<file path="src/rtl/nr_divider_param.sv">
`default_nettype none
// ============================================================================
//  Module   : nr_divider_param
//  Purpose  : Iterative non-restoring divider. Takes a 2W-bit dividend and a
//             W-bit divisor, returns a W-bit quotient and a W-bit remainder.
//             Supports signed or unsigned operation, with divide-by-zero and
//             overflow flags. One quotient bit is produced per clock, and only
//             one operation is in flight at a time.
//  Ports    : clock, reset      - rising-edge clock, async active-high reset
//             in_valid/in_ready - operand handshake (signed_op, numerator,
//                                 denominator are sampled when both are high)
//             out_valid/out_ready - result handshake (quotient, remainder,
//                                 div_zero, overflow are held until taken)
//  Revision : 1.0  initial release
// ============================================================================
module nr_divider_param #(
    parameter int WIDTH = 8
) (
    input  logic                 clock,
    input  logic                 reset,
    input  logic                 in_valid,
    output logic                 in_ready,
    input  logic                 signed_op,
    input  logic [2*WIDTH-1:0]   numerator,
    input  logic [WIDTH-1:0]     denominator,
    output logic                 out_valid,
    input  logic                 out_ready,
    output logic [WIDTH-1:0]     quotient,
    output logic [WIDTH-1:0]     remainder,
    output logic                 div_zero,
    output logic                 overflow
);

    localparam int c_NW    = 2 * WIDTH;
    localparam int c_ACC_W = 2 * WIDTH + 1;
    localparam int c_CNT_W = $clog2(WIDTH + 1);

    localparam logic [c_CNT_W-1:0] c_LAST = c_CNT_W'(WIDTH - 1);
    localparam logic [WIDTH-1:0]   c_HALF = {1'b1, {(WIDTH-1){1'b0}}};

    localparam logic [2:0] c_IDLE  = 3'd0;
    localparam logic [2:0] c_CHECK = 3'd1;
    localparam logic [2:0] c_ITER  = 3'd2;
    localparam logic [2:0] c_FIX   = 3'd3;
    localparam logic [2:0] c_DONE  = 3'd4;

    logic [2:0]          r_state;
    logic [2:0]          w_state_next;

    logic [c_NW-1:0]     r_num;
    logic [WIDTH-1:0]    r_den;
    logic                r_signed;
    logic [WIDTH-1:0]    r_dmag;
    logic                r_neg_q;
    logic                r_neg_r;
    logic [c_ACC_W-1:0]  r_a;
    logic                r_lsb;
    logic [c_CNT_W-1:0]  r_count;
    logic [WIDTH-1:0]    r_quotient;
    logic [WIDTH-1:0]    r_remainder;
    logic                r_div_zero;
    logic                r_overflow;

    // Operand magnitudes, formed from the latched operands.
    logic                w_n_neg;
    logic                w_d_neg;
    logic [c_NW-1:0]     w_n_mag;
    logic [WIDTH-1:0]    w_d_mag;
    logic                w_d_zero;
    logic                w_pre_ovf;

    assign w_n_neg   = r_signed & r_num[c_NW-1];
    assign w_d_neg   = r_signed & r_den[WIDTH-1];
    assign w_n_mag   = w_n_neg ? ({c_NW{1'b0}} - r_num) : r_num;
    assign w_d_mag   = w_d_neg ? ({WIDTH{1'b0}} - r_den) : r_den;
    assign w_d_zero  = (w_d_mag == {WIDTH{1'b0}});
    // A high half at or above the divisor means |Q| >= 2^W.
    assign w_pre_ovf = (w_n_mag[c_NW-1:WIDTH] >= w_d_mag);

    // One non-restoring step. The previous quotient bit is OR-ed into bit 0
    // before the shift so it lands in the vacated slot; the add/subtract
    // choice follows the sign of the partial remainder before shifting.
    logic [c_ACC_W-1:0]  w_d_shift;
    logic [c_ACC_W-1:0]  w_shifted;
    logic [c_ACC_W-1:0]  w_sum;

    assign w_d_shift = {1'b0, r_dmag, {WIDTH{1'b0}}};
    assign w_shifted = (r_a | {{(c_ACC_W-1){1'b0}}, r_lsb}) << 1;
    assign w_sum     = r_a[c_ACC_W-1] ? (w_shifted + w_d_shift)
                                      : (w_shifted - w_d_shift);

    // Final correction. The restore only touches the remainder field, and the
    // corrected remainder lies in [0,|D|), so W-bit modular arithmetic is exact.
    logic [c_ACC_W-1:0]  w_fix_a;
    logic [WIDTH-1:0]    w_qu;
    logic [WIDTH-1:0]    w_ru;
    logic                w_post_ovf;
    logic [WIDTH-1:0]    w_q_out;
    logic [WIDTH-1:0]    w_r_out;

    assign w_fix_a    = r_a | {{(c_ACC_W-1){1'b0}}, r_lsb};
    assign w_qu       = w_fix_a[WIDTH-1:0];
    assign w_ru       = w_fix_a[c_ACC_W-1] ? (w_fix_a[c_NW-1:WIDTH] + r_dmag)
                                           : w_fix_a[c_NW-1:WIDTH];
    // A negative result may reach -2^(W-1); a positive one stops at 2^(W-1)-1.
    assign w_post_ovf = r_signed & (r_neg_q ? (w_qu > c_HALF) : w_qu[WIDTH-1]);
    assign w_q_out    = r_neg_q ? ({WIDTH{1'b0}} - w_qu) : w_qu;
    assign w_r_out    = r_neg_r ? ({WIDTH{1'b0}} - w_ru) : w_ru;

    // State register
    always_ff @(posedge clock or posedge reset) begin
        if (reset) begin
            r_state <= c_IDLE;
        end else begin
            r_state <= w_state_next;
        end
    end

    // Next-state logic
    always_comb begin
        w_state_next = r_state;
        case (r_state)
            c_IDLE: begin
                if (in_valid) w_state_next = c_CHECK;
            end
            c_CHECK: begin
                if (w_d_zero || w_pre_ovf) w_state_next = c_DONE;
                else                       w_state_next = c_ITER;
            end
            c_ITER: begin
                if (r_count == c_LAST) w_state_next = c_FIX;
            end
            c_FIX: begin
                w_state_next = c_DONE;
            end
            c_DONE: begin
                if (out_ready) w_state_next = c_IDLE;
            end
            default: begin
                w_state_next = c_IDLE;
            end
        endcase
    end

    // Datapath
    always_ff @(posedge clock or posedge reset) begin
        if (reset) begin
            r_num       <= '0;
            r_den       <= '0;
            r_signed    <= 1'b0;
            r_dmag      <= '0;
            r_neg_q     <= 1'b0;
            r_neg_r     <= 1'b0;
            r_a         <= '0;
            r_lsb       <= 1'b0;
            r_count     <= '0;
            r_quotient  <= '0;
            r_remainder <= '0;
            r_div_zero  <= 1'b0;
            r_overflow  <= 1'b0;
        end else begin
            case (r_state)
                c_IDLE: begin
                    if (in_valid) begin
                        r_num    <= numerator;
                        r_den    <= denominator;
                        r_signed <= signed_op;
                    end
                end
                c_CHECK: begin
                    r_dmag  <= w_d_mag;
                    r_neg_q <= w_n_neg ^ w_d_neg;
                    r_neg_r <= w_n_neg;
                    r_a     <= {1'b0, w_n_mag};
                    r_lsb   <= 1'b0;
                    r_count <= '0;
                    if (w_d_zero) begin
                        r_div_zero  <= 1'b1;
                        r_overflow  <= 1'b0;
                        r_quotient  <= '1;
                        r_remainder <= r_num[WIDTH-1:0];
                    end else if (w_pre_ovf) begin
                        r_div_zero  <= 1'b0;
                        r_overflow  <= 1'b1;
                        r_quotient  <= '1;
                        r_remainder <= '0;
                    end else begin
                        r_div_zero  <= 1'b0;
                        r_overflow  <= 1'b0;
                    end
                end
                c_ITER: begin
                    r_a     <= w_sum;
                    r_lsb   <= ~w_sum[c_ACC_W-1];
                    r_count <= r_count + c_CNT_W'(1);
                end
                c_FIX: begin
                    if (w_post_ovf) begin
                        r_overflow  <= 1'b1;
                        r_quotient  <= '1;
                        r_remainder <= '0;
                    end else begin
                        r_quotient  <= w_q_out;
                        r_remainder <= w_r_out;
                    end
                end
                default: begin
                end
            endcase
        end
    end

    assign in_ready  = (r_state == c_IDLE);
    assign out_valid = (r_state == c_DONE);
    assign quotient  = r_quotient;
    assign remainder = r_remainder;
    assign div_zero  = r_div_zero;
    assign overflow  = r_overflow;

endmodule
`default_nettype wire

</file>
<file path="config.mk">
export PLATFORM = sky130hd
export DESIGN_NAME = nr_divider_param
export DESIGN_NICKNAME = d
export VERILOG_FILES = /design/src/rtl/nr_divider_param.sv
export SDC_FILE = /design/constraint.sdc
export NUM_CORES = 1
export LEC_CHECK = 0
export CORE_ASPECT_RATIO = 1.75
export CORE_MARGIN = 3
export CORE_UTILIZATION = 53
export DETAILED_ROUTE_END_ITERATION = 16
export PLACE_DENSITY = 0.75
export SETUP_SLACK_MARGIN = 0.5
export SLEW_MARGIN = 20
export SYNTH_ARGS = -nofsm -noshare
export SYNTH_HDL_FRONTEND = slang
export SYNTH_SLANG_ARGS = --single-unit
</file>
<file path="constraint.sdc">
create_clock -name clock -period 3.33 [get_ports clock]
set_input_delay 0.666 -clock clock [delete_from_list [all_inputs] [get_ports clock]]
set_output_delay 0.666 -clock clock [all_outputs]
set_load 0.02 [all_outputs]
</file>
==> results of run 1 <==
==> through the flow <==
stage	TNS [ps]	worst slack, ps	cells	util [%]	area (um2)
after detailed placement	0	25.5	706	62.6	5770
after CTS	0	80.7	741	68.4	6300
after global placement	0	129	706	62.6	5770
after floorplan	0	337	544	-	5140
after global routing	-324	-79.9	747	70.1	6450
final	0	15.5	747	70.1	6450
==> sequential cells by signal (all words and copies together) (netlist names) <==
name       count
r_a           17
r_num         16
quotient       8
r_den          8
r_dmag         8
remainder      8
r_count        4
r_state        3
div_zero       1
overflow       1
r_lsb          1
r_neg_q        1
r_neg_r        1
r_signed       1
==> cells by family (layout without fill, tap and decap cells) <==
group / count (synthesis) / after routing / share of synthesized area, %
and+or+nand+nor: 163 / 163 / 15.6
AOI/OAI and AO/OA: 156 / 159 / 20.3
DFF: 78 / 78 / 38.2
xor gates and xnor gates: 47 / 47 / 8.05
buffers and inverters: 40 / 120 / 3.77
adders and majority gates: 31 / 31 / 7.88
muxes: 29 / 29 / 6.19
==> placed cells by master, fill, tap and decap left out, types with 4 or more instances in the layout <==
cell                              count
sky130_fd_sc_hd__and2_1               4
sky130_fd_sc_hd__a22oi_1             14
sky130_fd_sc_hd__inv_1               15
sky130_fd_sc_hd__ha_1                26
sky130_fd_sc_hd__nand3_1              5
sky130_fd_sc_hd__nand2b_1             6
sky130_fd_sc_hd__a21oi_2              7
sky130_fd_sc_hd__buf_4               30
sky130_fd_sc_hd__dfrtp_1             78
sky130_fd_sc_hd__clkbuf_16            9
sky130_fd_sc_hd__clkdlybuf4s50_1     48
sky130_fd_sc_hd__mux2_2              20
sky130_fd_sc_hd__nor4_1               5
sky130_fd_sc_hd__xnor2_1             14
sky130_fd_sc_hd__nor2b_1              4
sky130_fd_sc_hd__xor2_1              29
sky130_fd_sc_hd__nor3_1              11
sky130_fd_sc_hd__nand2_1             45
sky130_fd_sc_hd__o21ai_1              4
sky130_fd_sc_hd__nor2_1              50
sky130_fd_sc_hd__buf_6                6
sky130_fd_sc_hd__o21ai_0             44
sky130_fd_sc_hd__nor2_2               6
sky130_fd_sc_hd__a21oi_1             34
sky130_fd_sc_hd__mux2i_1              8
==> area by class of cell <==
cell class / count / area [um2] / area share (%)
clock buffer: 11 / 243 / 3.76
clock inverter: 5 / 35.0 / 0.543
inverter: 18 / 67.6 / 1.05
multi-input combinational: 429 / 3190 / 49.5
sequential: 78 / 1950 / 30.3
tap: 120 / 150 / 2.33
timing repair buffer: 86 / 813 / 12.6
==> worst max-delay path, stage by stage, from the launching register on <==
cell and delay [ps]:
sky130_fd_sc_hd__dfrtp_1 380, sky130_fd_sc_hd__or3_4 420, sky130_fd_sc_hd__or4_4 450, sky130_fd_sc_hd__nor2b_4 190
sky130_fd_sc_hd__a21oi_2 90, sky130_fd_sc_hd__xor2_2 160, sky130_fd_sc_hd__ha_2 180, sky130_fd_sc_hd__a211oi_2 210
sky130_fd_sc_hd__nand2_1 110, sky130_fd_sc_hd__a31oi_4 190, sky130_fd_sc_hd__o21bai_4 110, sky130_fd_sc_hd__buf_12 140
sky130_fd_sc_hd__o31a_4 370, sky130_fd_sc_hd__nor2_2 130, sky130_fd_sc_hd__a21oi_2 50
==> path summary, 6_finish.rpt <==
path	from	end	slack, ps
min in group asynchronous	reset	r_count[0]	740
hold / removal	div_zero	div_zero	480
setup / recovery	r_num[3]	quotient[2]	20
max in group asynchronous	reset	r_dmag[0]	2250
hold reg to reg	div_zero	div_zero	480
setup reg to reg	r_num[3]	quotient[2]	20
==> routing by layer <==
metal  GRT usage [%]  part of all wire [%]  vias to the layer above
met2            46.0                    53                      158
met3            3.58                   3.6                       40
met5               0                     0                        -
li1                -                     -                     2118
met1            31.3                    40                     2246
met4            12.7                   3.6                        0
==> timing repair <==
item                       4_1_cts  5_1_grt
setup endpoints to repair       21       23
cloned                           2        1
pin swaps                       13       17
hold endpoints to repair         0        0
gates resized for setup         20       24
setup buffers                   17        5
==> out/results.txt, run 1 <==
The worst setup path is captured at a flip-flop. The count of pins over their slew limit was 0. The later pin in the worst-skew pair is clocked with a latency of 340 ps.

The die covers 10,900 um2. During synthesis, Yosys emitted a total of 0 warnings. Number of nets in the final layout: 682.

Cells with a size suffix above 1 make up 20.4% of the layout. Distinct cell type count after synthesis: 76. The logs give 0 for the count of endpoints failing hold in the final timing report and 7.69 ps for the worst clock skew. For the number of instances in the synthesized netlist, the log shows 544.

In the synthesized netlist the dominant register cell turns out to be sky130_fd_sc_hd__dfrtp_1. The row count is 46, and the first-iteration detailed-routing DRC count is 225. The biggest area contributor in the post-synthesis netlist is sky130_fd_sc_hd__dfrtp_1. Among all cell types in the netlist, the one instantiated most often is sky130_fd_sc_hd__dfrtp_1.

The count of flip-flops with a built-in enable after synthesis was 0. The number of antenna violations at the first check in global routing is 0. The maximum root-to-sink buffer count is 2.

The clock-pin slew on the worst setup and hold paths is 60 ps, and the detailed-placement wirelength estimate is 9700 um. Data on the critical path is required at its endpoint by 3550 ps. The kind of critical path was flip-flop to flip-flop. Count of state elements after synthesis: 78. The worst hold margin was 479 ps; the average detailed-routed wire length per instance was 18.8 um. Average instance area after synthesis: 9.40 um2.

The critical path launch point type is a flip-flop. The core region is 9210 um2. The number of cells on the worst reg-to-reg path is 14. The tools report the relative slew slack as 51.5%.

In this run the biggest area consumer among cell types represents 38.2% of the synthesized area. Dividing the final minimum period by the clock period gives 99.5%. Hold repair after CTS inserted 0 buffers. The first TritonRoute pass finished after 5 iterations. At the pin with the least slew margin, the transition time is 727 ps. By count the netlist is led by sky130_fd_sc_hd__dfrtp_1, sky130_fd_sc_hd__nor2_1, sky130_fd_sc_hd__o21ai_0. In this run the vertical extent of the chip is 136 um.

In the routed layout, each cell is associated on average with a via count of 6.11. The worst min-delay path class is flip-flop to flip-flop. Summing over every cut layer, the via total after detailed routing is 4,562. The congestion estimate from routability-driven global placement came to 0.909. The area growth from synthesis to layout is 26.1%.

The count of filler cells inserted in the layout came out at 718. The initial cell density of the core was 55.5%; the net count after synthesis was 604. The floorplan step set the die width to 80.3 um. The logs give 0 for the number of maximum-capacitance violations and 4,508 for the number of global-route vias before repair. Counting the buffers created by CTS gives 9.

For this design, the sink count on the clock tree is 78. By area the synthesized netlist is led by sky130_fd_sc_hd__dfrtp_1, sky130_fd_sc_hd__ha_1, sky130_fd_sc_hd__xor2_1. For the residual DRC count, the log shows 0.

Setup repair after global routing could not meet its margin everywhere. The run finished with clean final reports. The final layout contains routed wiring with a total length of 14,000 um. Along the worst hold path, the cell count comes to 2. The final number of setup-violating endpoints was 0; the total track usage was 26.3%. Of all nets on the critical path, the largest fanout is 6.

The post-route minimum period is 3310 ps, and the proportion of register bits with asynchronous set or reset after synthesis is 100%. The first global-routing pass estimated 22,400 um of wire. The number of buffer cells added on primary ports was 48; the proportion of synthesized chip area in sequential cells was 38.2%. For the leftover overflow at the end of global routing, the log shows 0. Derived from the worst setup path, the maximum achievable clock frequency is 302 MHz. 49 I/O pins were placed. The run gives 0 as the remaining antenna violation count after routing. TritonCTS built the clock tree. The antenna diode instance count is 0. Root buffer cell: sky130_fd_sc_hd__clkbuf_16. The H-tree was split into 3 levels. The run gives 3530 ps as the data arrival at the endpoint of the critical path.

Summing every instance area after synthesis gives 5110 um2. Entering global routing, the biggest net connects 79 pins.
Power of run 1 is left out: the tool's default activity adds up to more than one toggle a clock period on the data nets, which glitch-free logic cannot reach.
==> run 2, diff against run 1 <==
--- a/config.mk
+++ b/config.mk
@@ -9,6 +9,7 @@
 export CORE_MARGIN = 3
 export CORE_UTILIZATION = 53
 export DETAILED_ROUTE_END_ITERATION = 16
+export GPL_TIMING_DRIVEN = 0
 export PLACE_DENSITY = 0.75
 export SETUP_SLACK_MARGIN = 0.5
 export SLEW_MARGIN = 20
==> run 2 against run 1 <==
  * Cell count is 1.6% higher
  * Core utilization is 0.90 points higher
  * Worst setup slack got worse by 12 ps
  * Fmax decreased by 0.35%
  * Design area up 1.3%
  * Via count decreased by 0.64%
  * Clock skew decreased by 2.3 ps
  * Global-route usage up 0.39 points
  * Largest cell class unchanged
==> out/results.txt, run 2 (synthesis results as in run 1) <==
0 antenna diodes ended up in the layout. Cell with the biggest individual delay on the critical path: sky130_fd_sc_hd__or4_4. For the pin with the worst max-slew slack, the measured transition is 643 ps. For this configuration, the core starts out at a cell density of 55.5%. Top cell family by delay on the critical path: simple AND/OR/NAND/NOR gates. From synthesis to final layout, the design area changed by 27.8%. First-iteration detailed-routing DRC count: 229. In the final layout, the registers with the most flip-flops are r_a: 17 flops, r_num: 16 flops. For this run, the top clock speed supported by timing is 301 MHz. The flow ran to the end, and the final reports show no timing, DRC or antenna violations. Before antenna repair, the detailed router went through 5 iterations. The count of endpoints failing hold in the final timing report was 0; the largest incremental delay on the critical path was 450 ps. Headroom to the max-slew limit came out at 57.1%.

After layout, the minimum clock period comes to 3330 ps. The critical path in this run is classified as flip-flop to flip-flop. The leftover overflow at the end of global routing is 0.

For this block, the via count after detailed routing is 4,533. The number of placed I/O pins is 49, and the number of buffers created by CTS is 9. The register containing the most flip-flops in the final layout was r_a. The row count is 46, and the height of the die is 136 um.

For the final worst slack, the log shows 3.73 ps. CTS saw 78 sinks. In the final design database the tool counted 694 nets. Counting along the longest clock path gives a buffer depth of 2. The worst setup path is launched from a flip-flop. Counting the fill cells in the layout gives 693.

The min-delay analysis places its worst path in the category flip-flop to flip-flop. Between clock sinks in the finished design, the worst skew comes to 5.42 ps. Leaving out fill and tap cells, the most frequent cell in the layout is sky130_fd_sc_hd__dfrtp_1. The data arrival at the endpoint of the critical path is 3530 ps. Cells with a size suffix above 1 make up 21.0% of the layout.

The count of pins over their slew limit was 0. The register with the most flip-flops in the layout has 17 of them. After clock tree synthesis, the clock-pin slew on the worst setup and hold paths is 60 ps.

The tools report the root buffer cell as sky130_fd_sc_hd__clkbuf_16. Timing analysis after detailed placement gives a worst setup slack of -128 ps. Max-cap violations in this run came to 0. Of all nets on the critical path, the largest fanout is 8. After layout, the worst path uses 99.9% of the clock period. Traced cell by cell, the critical path runs through or3_4 > or4_4 > nor2b_4 > nand3b_1 > a21boi_2 > ha_1 > nand2_1 > nand2_1 > a31oi_1 > o21bai_2 > o31a_4 > buf_4 > nor2_1 > a21oi_1. The run gives 4,501 as the number of global-route vias before repair. The path with the worst hold slack has its endpoint at div_zero.

For the global placer's final weighted congestion, the log shows 0.898. The number of buffer cells added on primary ports was 48; the area of the core was 9210 um2. The final number of setup-violating endpoints is 0. The cell that appears most often on the critical path is sky130_fd_sc_hd__nand2_1. The worst hold path passes through 2 cells. The die width works out to 80.3 um.

Setup repair after global routing could not meet its margin everywhere. The total die area is 10,900 um2, and the CTS H-tree depth is 3. The count of nets left with antenna violations once routing finished came out at 0. The endpoint identified for the worst register-to-register timing path is quotient[2].

The sum of buffers and inverters on the critical path works out to 1. After detailed routing, the number of remaining DRC violations is 0. The later-pin clock latency in the skew report was 340 ps; the number of antenna violations at the first check in global routing was 0. Dividing the detail-routed via count by the number of cells gives 5.97.

The wire-length estimate of the detail-placed layout is 10,100 um. The first global-routing pass estimated 22,400 um of wire. For the worst setup path, the data required time is 3540 ps. In the layout the commonest cells are sky130_fd_sc_hd__dfrtp_1, sky130_fd_sc_hd__clkdlybuf4s50_1, sky130_fd_sc_hd__nor2_1. TritonCTS built the clock tree. The tools report the pin count of the biggest net entering global routing as 58. Setup slack on the worst reg-to-reg path comes out at 4 ps. The endpoint kind of the worst setup timing path is a flip-flop.

Global routing consumed, over all layers together, 26.7% of the routing resources. The routed design has 13,800 um of wire. In the final routed layout, each cell accounts on average for 18.1 um. The worst hold path begins at div_zero. The startpoint identified for the worst register-to-register timing path is r_num[3].

Measured in cells, the most critical reg-to-reg path has a length of 14.
==> run 2: area by class of cell <==
| class | instances | area (um2) | area share [%] |
|---|---|---|---|
| Multi-Input combinational cell | 426 | 3170 | 48.5 |
| Sequential cell | 78 | 1960 | 30.0 |
| Timing Repair Buffer | 79 | 734 | 11.2 |
| Clock buffer | 12 | 256 | 3.92 |
| Buffer | 22 | 168 | 2.57 |
| Tap cell | 120 | 150 | 2.30 |
| Inverter | 18 | 70.1 | 1.07 |
| Clock inverter | 4 | 30.0 | 0.460 |
==> run 2: per-layer routing <==
| metal | part of all wire, % | vias to the layer above | GRT usage [%] |
|---|---|---|---|
| li1 | - | 2147 | - |
| met1 | 38 | 2202 | 29.9 |
| met2 | 53 | 134 | 47.3 |
| met3 | 3.3 | 50 | 4.44 |
| met4 | 5.0 | 0 | 14.7 |
| met5 | 0 | - | 0 |
==> run 2: per-stage QoR <==
step / utilization (%) / cells / area, um2 / hold WS, ps / TNS [ps]
6_report: 71.0 / 759 / 6540 / 479 / 0
5_1_grt: 71.0 / 759 / 6540 / 510 / -717
4_1_cts: 69.0 / 750 / 6350 / 483 / 0
3_5_place_dp: 63.0 / 713 / 5800 / 472 / -1870
3_3_place_gp: 62.7 / 712 / 5770 / 460 / -40590
2_1_floorplan: - / 544 / 5140 / 448 / 0
==> run 2: worst reg2reg max path: cells and delay by family (launching register included) <==
family / cells / cell delay (ps)
adder cells (fa/ha/maj): 1 / 280
flip-flops: 1 / 410
buffers and inverters: 1 / 180
AO/OA/AOI/OAI: 5 / 950
AND/OR/NAND/NOR: 7 / 1380
==> run 2: timing repair <==
action,in CTS,in global routing
gates resized for setup,29,26
pin swaps,17,11
cloned,1,1
setup endpoints to repair,21,21
buffers inserted,20,8
hold buffers,0,0
==> run 2: how the worst max path moves through the flow <==
stage,from,end,depth (start not counted)
floorplan,r_num[3],r_state[2],13
global placement,reset,r_a[15],2
detailed placement,r_num[3],quotient[3],13
CTS,r_num[3],quotient[1],13
global route,r_num[3],quotient[2],14
finish,r_num[3],quotient[2],14
Power of run 2 is left out for the same reason.
